--- src/rtl/enc_gen_pkg.sv ---
// enc_gen_pkg: quadrature state encoding, next-state helper and parameter range limits
package enc_gen_pkg;
  localparam int NUM_CH_MIN = 1;
  localparam int NUM_CH_MAX = 8;
  localparam int CNT_W_MIN  = 8;
  localparam int CNT_W_MAX  = 32;
  // encoded as {A,B} so the quadrature outputs come straight from the state flops
  typedef enum logic [1:0] {
    S1 = 2'b00,
    S2 = 2'b10,
    S3 = 2'b11,
    S4 = 2'b01
  } qstate_t;
  function automatic qstate_t q_next(qstate_t s, logic fwd);
    return fwd ? ((s == S1) ? S2 : (s == S2) ? S3 : (s == S3) ? S4 : S1)
               : ((s == S1) ? S4 : (s == S4) ? S3 : (s == S3) ? S2 : S1);
  endfunction
endpackage

--- src/rtl/enc_gen_ch.sv ---
// enc_gen_ch: one quadrature encoder channel with index pulse and stop-after limit.
// The signed position counter exists only when ENC_GEN_POS_EN is defined.
module enc_gen_ch
  import enc_gen_pkg::*;
#(
  parameter int CNT_W = 32
) (
  input  logic             xclk,
  input  logic             reset,
  input  logic [CNT_W-1:0] period,
  input  logic [CNT_W-1:0] index_period,
  input  logic [CNT_W-1:0] stop_after,
  input  logic             dir,
  input  logic             load,
  input  logic             manual_stop,
  output logic             enca,
  output logic             encb,
  output logic             enci,
  output logic             running,
  output logic             done,
  output logic [CNT_W-1:0] pos
);
  localparam logic [CNT_W-1:0] one = CNT_W'(1);
  logic [CNT_W-1:0] per_s, idx_per_s, stop_s;
  logic [CNT_W-1:0] psc, psc_nxt, idx_cnt, idx_nxt, steps, steps_nxt;
  logic             dir_s, armed, tick, done_nxt, enci_nxt;
  qstate_t          st, st_nxt;
  assign running = armed & ~done & ~manual_stop;
  assign tick    = running & ~load & (psc == per_s);
  assign enca    = st[1];
  assign encb    = st[0];
  always_ff @(posedge xclk or negedge reset) begin
    if (!reset) begin
      per_s     <= '0;
      idx_per_s <= '0;
      stop_s    <= '0;
      dir_s     <= 1'b0;
      armed     <= 1'b0;
      st        <= S1;
      idx_cnt   <= '0;
      psc       <= '0;
      steps     <= '0;
      done      <= 1'b0;
      enci      <= 1'b0;
    end else begin
      if (load) begin
        per_s     <= period;
        idx_per_s <= index_period;
        stop_s    <= stop_after;
        dir_s     <= dir;
        armed     <= 1'b1;
      end
      st      <= st_nxt;
      idx_cnt <= idx_nxt;
      psc     <= psc_nxt;
      steps   <= steps_nxt;
      done    <= done_nxt;
      enci    <= enci_nxt;
    end
  end
  // index counter wraps on A rising going forward and on A falling going backward,
  // so the same physical A-high interval carries the index in both directions
  always_comb begin
    st_nxt    = st;
    idx_nxt   = idx_cnt;
    psc_nxt   = psc;
    steps_nxt = steps;
    done_nxt  = done;
    if (load) begin
      psc_nxt   = '0;
      steps_nxt = '0;
      done_nxt  = 1'b0;
      idx_nxt   = (idx_cnt > index_period) ? '0 : idx_cnt;
    end else if (running) begin
      psc_nxt = tick ? '0 : psc + one;
      if (tick) begin
        st_nxt = q_next(st, dir_s);
        if (dir_s && !st[1] && st_nxt[1])
          idx_nxt = (idx_cnt == idx_per_s) ? '0 : idx_cnt + one;
        if (!dir_s && st[1] && !st_nxt[1])
          idx_nxt = (idx_cnt == '0) ? idx_per_s : idx_cnt - one;
        if (stop_s != '0) begin
          steps_nxt = steps + one;
          done_nxt  = (steps_nxt == stop_s);
        end
      end
    end
    enci_nxt = (idx_nxt == '0) && st_nxt[1];
  end
`ifdef ENC_GEN_POS_EN
  always_ff @(posedge xclk or negedge reset) begin
    if (!reset) pos <= '0;
    else if (tick) pos <= dir_s ? pos + one : pos - one;
  end
`else
  assign pos = '0;
`endif
endmodule

--- src/rtl/enc_gen_multi.sv ---
// enc_gen_multi: NUM_CH independent quadrature encoder generators on one clock.
// Define ENC_GEN_POS_EN to add a signed position counter per channel.
module enc_gen_multi #(
  parameter int NUM_CH = 2,
  parameter int CNT_W  = 32
) (
  input  logic                    xclk,
  input  logic                    reset,
  input  logic [NUM_CH*CNT_W-1:0] period,
  input  logic [NUM_CH*CNT_W-1:0] index_period,
  input  logic [NUM_CH*CNT_W-1:0] stop_after,
  input  logic [NUM_CH-1:0]       dir,
  input  logic [NUM_CH-1:0]       load,
  input  logic [NUM_CH-1:0]       manual_stop,
  output logic [NUM_CH-1:0]       enca,
  output logic [NUM_CH-1:0]       encb,
  output logic [NUM_CH-1:0]       enci,
  output logic [NUM_CH-1:0]       running,
  output logic [NUM_CH-1:0]       done,
  output logic [NUM_CH*CNT_W-1:0] pos
);
  generate
    for (genvar i = 0; i < NUM_CH; i++) begin : g_ch
      enc_gen_ch #(.CNT_W(CNT_W)) u_ch (
        .xclk         (xclk),
        .reset        (reset),
        .period       (period[i*CNT_W +: CNT_W]),
        .index_period (index_period[i*CNT_W +: CNT_W]),
        .stop_after   (stop_after[i*CNT_W +: CNT_W]),
        .dir          (dir[i]),
        .load         (load[i]),
        .manual_stop  (manual_stop[i]),
        .enca         (enca[i]),
        .encb         (encb[i]),
        .enci         (enci[i]),
        .running      (running[i]),
        .done         (done[i]),
        .pos          (pos[i*CNT_W +: CNT_W])
      );
    end
  endgenerate
endmodule
--- config.mk ---
export PLATFORM = sky130hd
export DESIGN_NAME = enc_gen_multi
export DESIGN_NICKNAME = d
export VERILOG_FILES = /design/src/rtl/enc_gen_pkg.sv /design/src/rtl/enc_gen_ch.sv /design/src/rtl/enc_gen_multi.sv
export SDC_FILE = /design/constraint.sdc
export NUM_CORES = 1
export LEC_CHECK = 0
export CORE_UTILIZATION = 50
export CTS_BUF_LIST = sky130_fd_sc_hd__clkbuf_4 sky130_fd_sc_hd__clkbuf_8
export DETAILED_ROUTE_END_ITERATION = 10
export GPL_TIMING_DRIVEN = 0
export PLACE_DENSITY = 0.72
export SYNTH_ARGS = -nofsm -noshare
export SYNTH_HDL_FRONTEND = slang
export SYNTH_SLANG_ARGS = --single-unit
--- constraint.sdc ---
create_clock -name xclk -period 10 [get_ports xclk]
set_input_delay 2 -clock xclk [delete_from_list [all_inputs] [get_ports xclk]]
set_output_delay 2 -clock xclk [all_outputs]
set_load 0.01 [all_outputs]
# After elaboration in Yosys (flattened, before gate mapping)

Cells that the tools add are included.

Reduce and logical (&&, ||, !) cells: 34
Bitwise operators: 14
Add/subtract/negate cells: 8
Equal/unequal tests: 12
Muxes and demuxes: 58
Magnitude comparators: 2

Operators by type and width:

| kind                  | count |
|---|---|
| $mux 32               | 30 |
| $add 32x1->32 const B | 6 |
| $eq 32x32->1          | 6 |
| $logic_not 32->1      | 4 |
| $gt 32x32->1          | 2 |
| $reduce_bool 32->1    | 2 |
| $sub 32x1->32 const B | 2 |
| $mux 2                | 18 |
| $reduce_and 3->1      | 4 |
| $reduce_bool 2->1     | 6 |
| $logic_and 1x1->1     | 10 |
| $mux 1                | 10 |
| $and 1x1->1           | 8 |
| $eq 2x2->1 const B    | 4 |
| $logic_not 1->1       | 6 |
| $not 1->1             | 6 |
| $eq 2x1->1 const B    | 2 |
| $logic_not 2->1       | 2 |

Bits in registers: 396
Bits of input ports: 200

# Depth between registers and ports, before layout

Depth in word-level cells: 13
Mapped depth: 14
Depth with buffers taken out: 12

# Hierarchy

Synthesis repeated with hierarchy kept, for this count alone.

Cell total of the unflattened synthesis: 2,965
Area total of the unflattened synthesis: 26,636.8 um2

By module, submodules not included:

| module                     | cells an instance | instances | seq. area each (um2) | area each (um2) |
|---|---|---|---|---|
| enc_gen_ch at g_ch[0].u_ch | 1,470             | 1         | 4,954.8              | 13,329.0 |
| enc_gen_ch at g_ch[1].u_ch | 1,495             | 1         | 4,954.8              | 13,307.8 |

# Worst setup path after synthesis

No wires, ideal clock.

Path type: in2reg
Start: in index_period[43]
End: reg g_ch[1].u_ch.enci
Arrival time: 4.690 ns
Buffers on the path: 1
Required time: 9.904 ns
Stages on the path: 13
Setup slack: 5.215 ns
Setup time: 0.096 ns
Cells stage by stage: inv_1 -> ha_1 -> nand4_1 -> or3_1 -> a21o_1 -> a31oi_1 -> o211ai_1 -> and2_0 -> clkbuf_1 -> o21ai_0 -> o311ai_0 -> or4b_2 -> nor4_2

Word-level cells in the longest chain between the ends: 5

RTL lines:

| item                        | line                | RTL |
|---|---|---|
| from (decl)                 | enc_gen_multi.sv:10 | `input logic [NUM_CH*CNT_W-1:0] index_period,` |
| $gt 32x32->1                | enc_gen_ch.sv:73    | `idx_nxt = (idx_cnt > index_period) ? '0 : idx_cnt;` |
| $mux 32                     | enc_gen_ch.sv:73    |  |
| $mux 32                     | enc_gen_ch.sv:69    | `if (load) begin` |
| via g_ch[1].u_ch.idx_nxt[2] | enc_gen_ch.sv:25    | `logic [CNT_W-1:0] psc, psc_nxt, idx_cnt, idx_nxt, steps, steps_nxt;` |
| $logic_not 32->1            | enc_gen_ch.sv:88    | `enci_nxt = (idx_nxt == '0) && st_nxt[1];` |
| $logic_and 1x1->1           | enc_gen_ch.sv:88    |  |
| via g_ch[1].u_ch.enci_nxt   | enc_gen_ch.sv:26    | `logic dir_s, armed, tick, done_nxt, enci_nxt;` |
| to (signal assigned)        | enc_gen_ch.sv:58    | `enci <= enci_nxt;` |
| to (decl)                   | enc_gen_ch.sv:18    | `output logic enci,` |

The timed path passes the listed nets, and every way through them passes these cells.
A chain may end at the register's enable or synchronous reset.

# Final worst setup path

Start: in index_period[31]
End: reg g_ch[0].u_ch.enci

Word-level cells in the longest chain between the ends: 5

RTL lines:

| item                         | line |
|---|---|
| $gt 32x32->1                 | enc_gen_ch.sv:73 |
| $mux 32                      | enc_gen_ch.sv:73 |
| $mux 32                      | enc_gen_ch.sv:69 |
| via g_ch[0].u_ch.idx_nxt[31] | enc_gen_ch.sv:25 |
| $logic_not 32->1             | enc_gen_ch.sv:88 |
| $logic_and 1x1->1            | enc_gen_ch.sv:88 |
| via g_ch[0].u_ch.enci_nxt    | enc_gen_ch.sv:26 |
| to (signal assigned)         | enc_gen_ch.sv:58 |
| to (decl)                    | enc_gen_ch.sv:18 |

The timed path passes the listed nets, and every way through them passes these cells.

==> metrics.md <==
| Metric | Value |
|---|---|
| Starting Density | `50.9%` |
| Max-slew violation count | `0` |
| CTS Sinks | `396` |
| Hold Fails Final Rpt | `0` |
| Max VDD drop | `0.122 mV` |
| Num ports | `274` |
| Min Hold Slack | `468 ps` |
| Overall routing resource usage | `34.0%` |
| Worst skew pair latency | `700 ps` |
| Largest net degree at the start of global routing | `125` |
| Internal cell power | `2.99 mW` |
| Status | `finished clean` |
| Final Cycle Share | `67.9%` |
| CP max FO | `10` |
| CP arrival | `7300 ps` |
| Area contributors post-synth | `dfrtp_1 (38%), mux2_2 (8.3%), xor2_1 (5.4%)` |
| Num rows | `83` |
| Post-DR wirelength/cell | `22.8 um` |
| Setup crit start kind | `input port` |
| Worst hold start | `g_ch[1].u_ch.armed` |
| Post-synth top area share | `37.7%` |
| FF-to-FF Start | `g_ch[0].u_ch.idx_cnt[21]` |
| Routability Congestion | `0.975` |
| Post-Synthesis Cells | `2,898` |
| Reg2reg path depth | `13` |
| Critical path class | `in -> reg` |
| Actual slew at the worst max-slew pin | `1400 ps` |
| Fillers | `4,492` |
| Port Buffers | `209` |
| Min Tclk post-route | `6790 ps` |
| Crit-path max cell delay | `1030 ps` |
| Worst Setup End Kind | `register` |
| LEAKAGE | `13.2 nW` |
| Hold WC Path Type | `reg -> reg` |
| # placed instances | `3,855` |
| Clock tree from TritonCTS | `built` |
| Die Width | `231 um` |
| Setup bufs post-CTS | `0` |
| Setup Skew | `55.0 ps` |
| Top-count cell post-synth | `dfrtp_1` |
| Ys async rst share | `100%` |
| R2r endpoint | `g_ch[0].u_ch.enci` |
| Syn avg cell area | `9.06 um^2` |
| Reg2Reg Setup Slack | `4360 ps` |
| Net Sw Frac | `31.6%` |
| Setup violators final | `0` |
| Cell Count, Final, Fillers Out | `3,981` |
| Unrepaired setup endpoints after global routing | `false` |
| Register share of total power | `41.6%` |
| Post-synthesis instance area | `0.0263 mm^2` |
| WP data required | `10,510 ps` |
| Sequential cell area fraction in the yosys report | `37.7%` |
| Hold path endpoint | `g_ch[1].u_ch.armed` |
| Max-cap viol count | `0` |
| H-tree depth | `3` |
| Cts hold-fix bufs | `0` |
| Library cells used by synthesis | `80` |
| Hold path depth | `1` |
| Quantity of gates resized following cts | `0` |
| Top post-synthesis cells by count | `dfrtp_1 (396), o21ai_0 (214), nand2_1 (195), mux2_2 (194), nor2_1 (187)` |
| Drt pass-1 iters | `6` |
| Main synth FF type | `dfrtp_1` |
| Root buf cell | `clkbuf_8` |
| Cell repeated most along the worst path | `nor4_1` |
| Die footprint | `0.0535 mm^2` |
| DRC viols | `0` |
| Total Wirelength | `90.8 mm` |
| Final Net Count | `3,522` |
| Initial antenna violation count | `7` |
| Slowest CP cell | `nor4_1` |
| Fmax | `147 MHz` |
| Yosys reg bits | `396` |
| Part of the power in combinational logic | `21.6%` |
| Clock share of power | `36.8%` |
| Clk buf depth | `3` |
| Utilization after layout | `60.2%` |
| Vias per cell | `6.03` |
| Clock transition at the registers of the reported paths | `60 ps` |
| Layout cells sized above 1 | `13.4%` |
| DR vias | `24.0k` |
| Initial DRC count | `2,186` |
| Worst relative slew slack | `6.88%` |
| Pwr Density | `141 mW/mm^2` |
| Post-synth EDFFs | `0` |
| Critical path, cell by cell | `clkdlybuf4s50_1 > inv_1 > ha_1 > nand4_1 > nor4_1 > a32oi_1 > or2_2 > clkbuf_1 > o21ai_0 > o221ai_1 > nand4b_1 > nor4_1` |
| Synth warnings | `0` |
| Vias in the first global route | `23.7k` |
| Core box area | `0.0516 mm^2` |
| Dpl hpwl | `69.1 mm` |
| First-pass GRT wire length | `139 mm` |
| Die Y | `231 um` |
| Synth-to-Final Area Change | `18.2%` |
| NetSw | `1.38 mW` |
| Synth area leader | `dfrtp_1` |
| Num CTS Buffers | `71` |
| Antenna viol nets, final | `0` |
| Final global-route overflow total | `0` |
metrics by stage:
step,setup TNS (ps),power [mW],worst slack (ps),area [um^2]
floorplan,0,2.39,5210,26500
global placement,-4238480,2.75,-10800,29400
detailed placement,0,2.76,2710,29600
CTS,0,4.38,3420,31000
global route,0,4.55,3080,31100
finish,0,4.37,3210,31100
power groups by stage:
stage	logic [mW]	clock network [mW]	registers [mW]
6_report	0.945	1.61	1.82
3_5_place_dp	0.921	0	1.84
5_1_grt	1.02	1.70	1.83
2_1_floorplan	0.600	0	1.80
4_1_cts	0.927	1.64	1.82
3_3_place_gp	0.905	0	1.84
worst max path at each step:
stage	start	to	cells past startpoint
floorplan	index_period[43]	g_ch[1].u_ch.enci	13
CTS	index_period[63]	g_ch[1].u_ch.enci	15
global placement	reset	g_ch[1].u_ch.per_s[19]	1
finish	index_period[31]	g_ch[0].u_ch.enci	12
global route	index_period[31]	g_ch[0].u_ch.enci	12
detailed placement	index_period[63]	g_ch[1].u_ch.enci	15
per-layer routing:
layer | up-vias | GRT usage, % | part of all wire [%]
li1 | 11004 | - | -
met1 | 11756 | 46.8 | 44
met2 | 1040 | 52.5 | 45
met3 | 205 | 7.53 | 8.2
met4 | 2 | 12.3 | 3.3
met5 | - | 0 | 0.012
cell families (layout without fill, tap and decap cells):
family / after synthesis / after routing / share of synthesized area (%)
adders and majority gates: 74 / 74 / 3.52
DFF: 396 / 396 / 37.7
and+or+nand+nor: 978 / 978 / 19.5
muxes: 206 / 206 / 8.77
AOI/OAI and AO/OA: 565 / 565 / 13.6
buffers and inverters: 361 / 696 / 6.34
xor gates and xnor gates: 317 / 317 / 10.6
other: 1 / 69 / 0.0143
cells in the final DEF, fill, tap and decap left out, drive strengths merged, types with 21 or more instances in the layout:
cell type and n:
a211oi 27, a21oi 92, and3 59, buf 92, clkbuf 256, clkdlybuf4s50 208, conb 64, dfrtp 396
ha 74, inv 127, mux2 194, nand2 195, nand2b 21, nand3 117, nand4 73, nor2 187
nor2b 27, nor3 68, nor4 100, o211ai 26, o21ai 215, o31ai 65, or3 24, xnor2 155
xor2 162
sequential cells by signal, indices dropped and copies added (netlist names), 4 cells and up:
| register | flops |
|---|---|
| g_ch.u_ch.psc | 64 |
| g_ch.u_ch.idx_per_s | 64 |
| g_ch.u_ch.per_s | 64 |
| g_ch.u_ch.stop_s | 64 |
| g_ch.u_ch.steps | 64 |
| g_ch.u_ch.idx_cnt | 64 |
| g_ch.u_ch.st | 4 |
worst max-delay path, delay by kind of cell:
kind                       cells  cell delay, ps
and+or+nand+nor                5            2640
buffers and inverters          3             940
AOI/OAI and AO/OA              3            1400
adders and majority gates      1             320
cell type report:
| cell class | count | area, um^2 | area share (%) |
|---|---|---|---|
| Tap cell | 680 | 851 | 2.74 |
| Antenna cell | 5 | 12.5 | 0.0403 |
| Inverter | 123 | 462 | 1.49 |
| Timing Repair Buffer | 214 | 2200 | 7.08 |
| Buffer | 238 | 1200 | 3.88 |
| Sequential cell | 396 | 9910 | 31.9 |
| Clock inverter | 17 | 159 | 0.512 |
| Multi-Input combinational cell | 2204 | 14900 | 48.1 |
| Clock buffer | 104 | 1310 | 4.23 |
(Power assumes the default switching activity.)
==> RTL edit (config.mk and constraints unchanged) <==
Add a define of `ENC_GEN_POS_EN`.
--- a/src/rtl/enc_gen_ch.sv
+++ b/src/rtl/enc_gen_ch.sv
@@ -1,5 +1,7 @@
 // enc_gen_ch: one quadrature encoder channel with index pulse and stop-after limit.
 // The signed position counter exists only when ENC_GEN_POS_EN is defined.
+`define ENC_GEN_POS_EN
+
 module enc_gen_ch
   import enc_gen_pkg::*;
 #(
Check against the original RTL: not equivalent (a bounded check fails within 4 cycles, from zero or initial values and one cycle with reset low).
==> RTL edit against the unedited design <==
Power grew 16%. Wire length grew 4.7%. Core utilization is essentially flat. Critical path depth is the same. Maximum frequency grew 7.5%. Via count grew 16%. Highest routed layer unchanged. Setup slack gained 0.47 ns. Area after synthesis grew 17%. First-iteration DRC count grew 19%. Sequential cell count grew 64. Worst hold slack gained 0.0061 ns. Final area grew 17%.
==> RTL edit: results (changes against the unedited design) <==
status:
  status: "finished, final reports clean"
setup_path:
  r2r_end: "g_ch[1].u_ch.enci"
  cp.arrival_ns: 6.85  # -0.45 ns
  crit_slowest_cell: "clkbuf_1"
  r2r_start: "g_ch[1].u_ch.dir_s"
  setup.worst_path.end: "g_ch[1].u_ch.enci"
  crit_family: "buffers and inverters"
  slowest_delay_ns: 0.68  # -0.35 ns
  cp-startpoint: "load[1]"
worst_hold_path:
  hold_start: "g_ch[0].u_ch.pos[31]"
  hold_end: "g_ch[0].u_ch.pos[31]"
global_route:
  grt_pass1_wl_um: 150000  # +7.8%
  grt_usage_pct: 30.2  # -3.8 points
  antenna_found_initial: 14  # +7
clock_network:
  cts_made_buffers: 85  # +20%
placed_design:
  dp_hpwl_um: 69800  # +1.1%
  placed_cells: 4483  # +16%
  dp_slack_ns: 3.03  # +0.318 ns
  io_buffer_count: 272  # +30%
  dpl_cell_area_mm2: 0.0345  # +17%
timing:
  slew_headroom_pct: 10.9  # +4.0 points
  holdWs_ns: 0.474  # +0.00606 ns
  finalCritPeriodShare_pct: 63.2  # -4.7 points
  fin_skew_ns: 0.0269  # -0.0280 ns
synth:
  syn_inst: 3425  # +18%
  ys_top_cells_by_area: "dfrtp_1, mux2_2, xor2_1"
  yosysSeqAreaShare_pct: 37.5  # -0.25 points
  synth_cell_types: 81  # +1.3%
  avgSynthCellArea_um2: 8.97  # -1.1%
finish:
  diodes: 12  # +7
  multi_input_area_share_pct: 49.1  # +0.94 points
  multi_input_gates: 2622  # +19%
  fin_util_pct: 60.2  # about the same
  nClkBuffers: 132  # +27%
  nonClkBufAreaFrac_pct: 10.1  # -0.84 points
  seqCellArea_mm2: 0.0115  # +16%
  fin_cells: 4647  # +17%
power_and_ir_drop:
  p_leak_uw: 0.0160  # +21%
  switching_power_uw: 1550  # +13%
  ir_drop_mv: 0.162  # +33%
  p_int_uw: 3530  # +18%
detailed_routing:
  drt_iter0_markers: 2591  # +19%
  viasPerCell: 5.99  # -0.63%
[RTL edit: changes by cell type after synthesis, moves of 31 or more]
cell	change
buf_4	-64
clkbuf_1	+31
ha_1	+60
a21oi_1	+48
dfrtp_1	+64
xor2_1	+43
a21o_1	+46
nand2_1	+55
o21ai_0	+115
[RTL edit: cells by family (layout without fill, tap and decap cells)]
group | after synthesis | count (layout) | share of synthesized area (%)
other | 0 | 12 | 0
adders and majority gates | 136 | 136 | 5.59
buffers and inverters | 343 | 771 | 4.36
AOI/OAI and AO/OA | 811 | 811 | 16.4
muxes | 207 | 207 | 7.55
xor gates and xnor gates | 353 | 353 | 10.1
and+or+nand+nor | 1115 | 1115 | 18.6
DFF | 460 | 460 | 37.5
[RTL edit: routing by layer]
metal  track usage, %  vias to the layer above  share of wire, %
met5                0                        -             0.036
met4             13.2                        6               4.1
met3             5.50                      265               6.8
met2             48.2                     1071                46
met1             40.1                    13400                43
li1                 -                    13100                 -
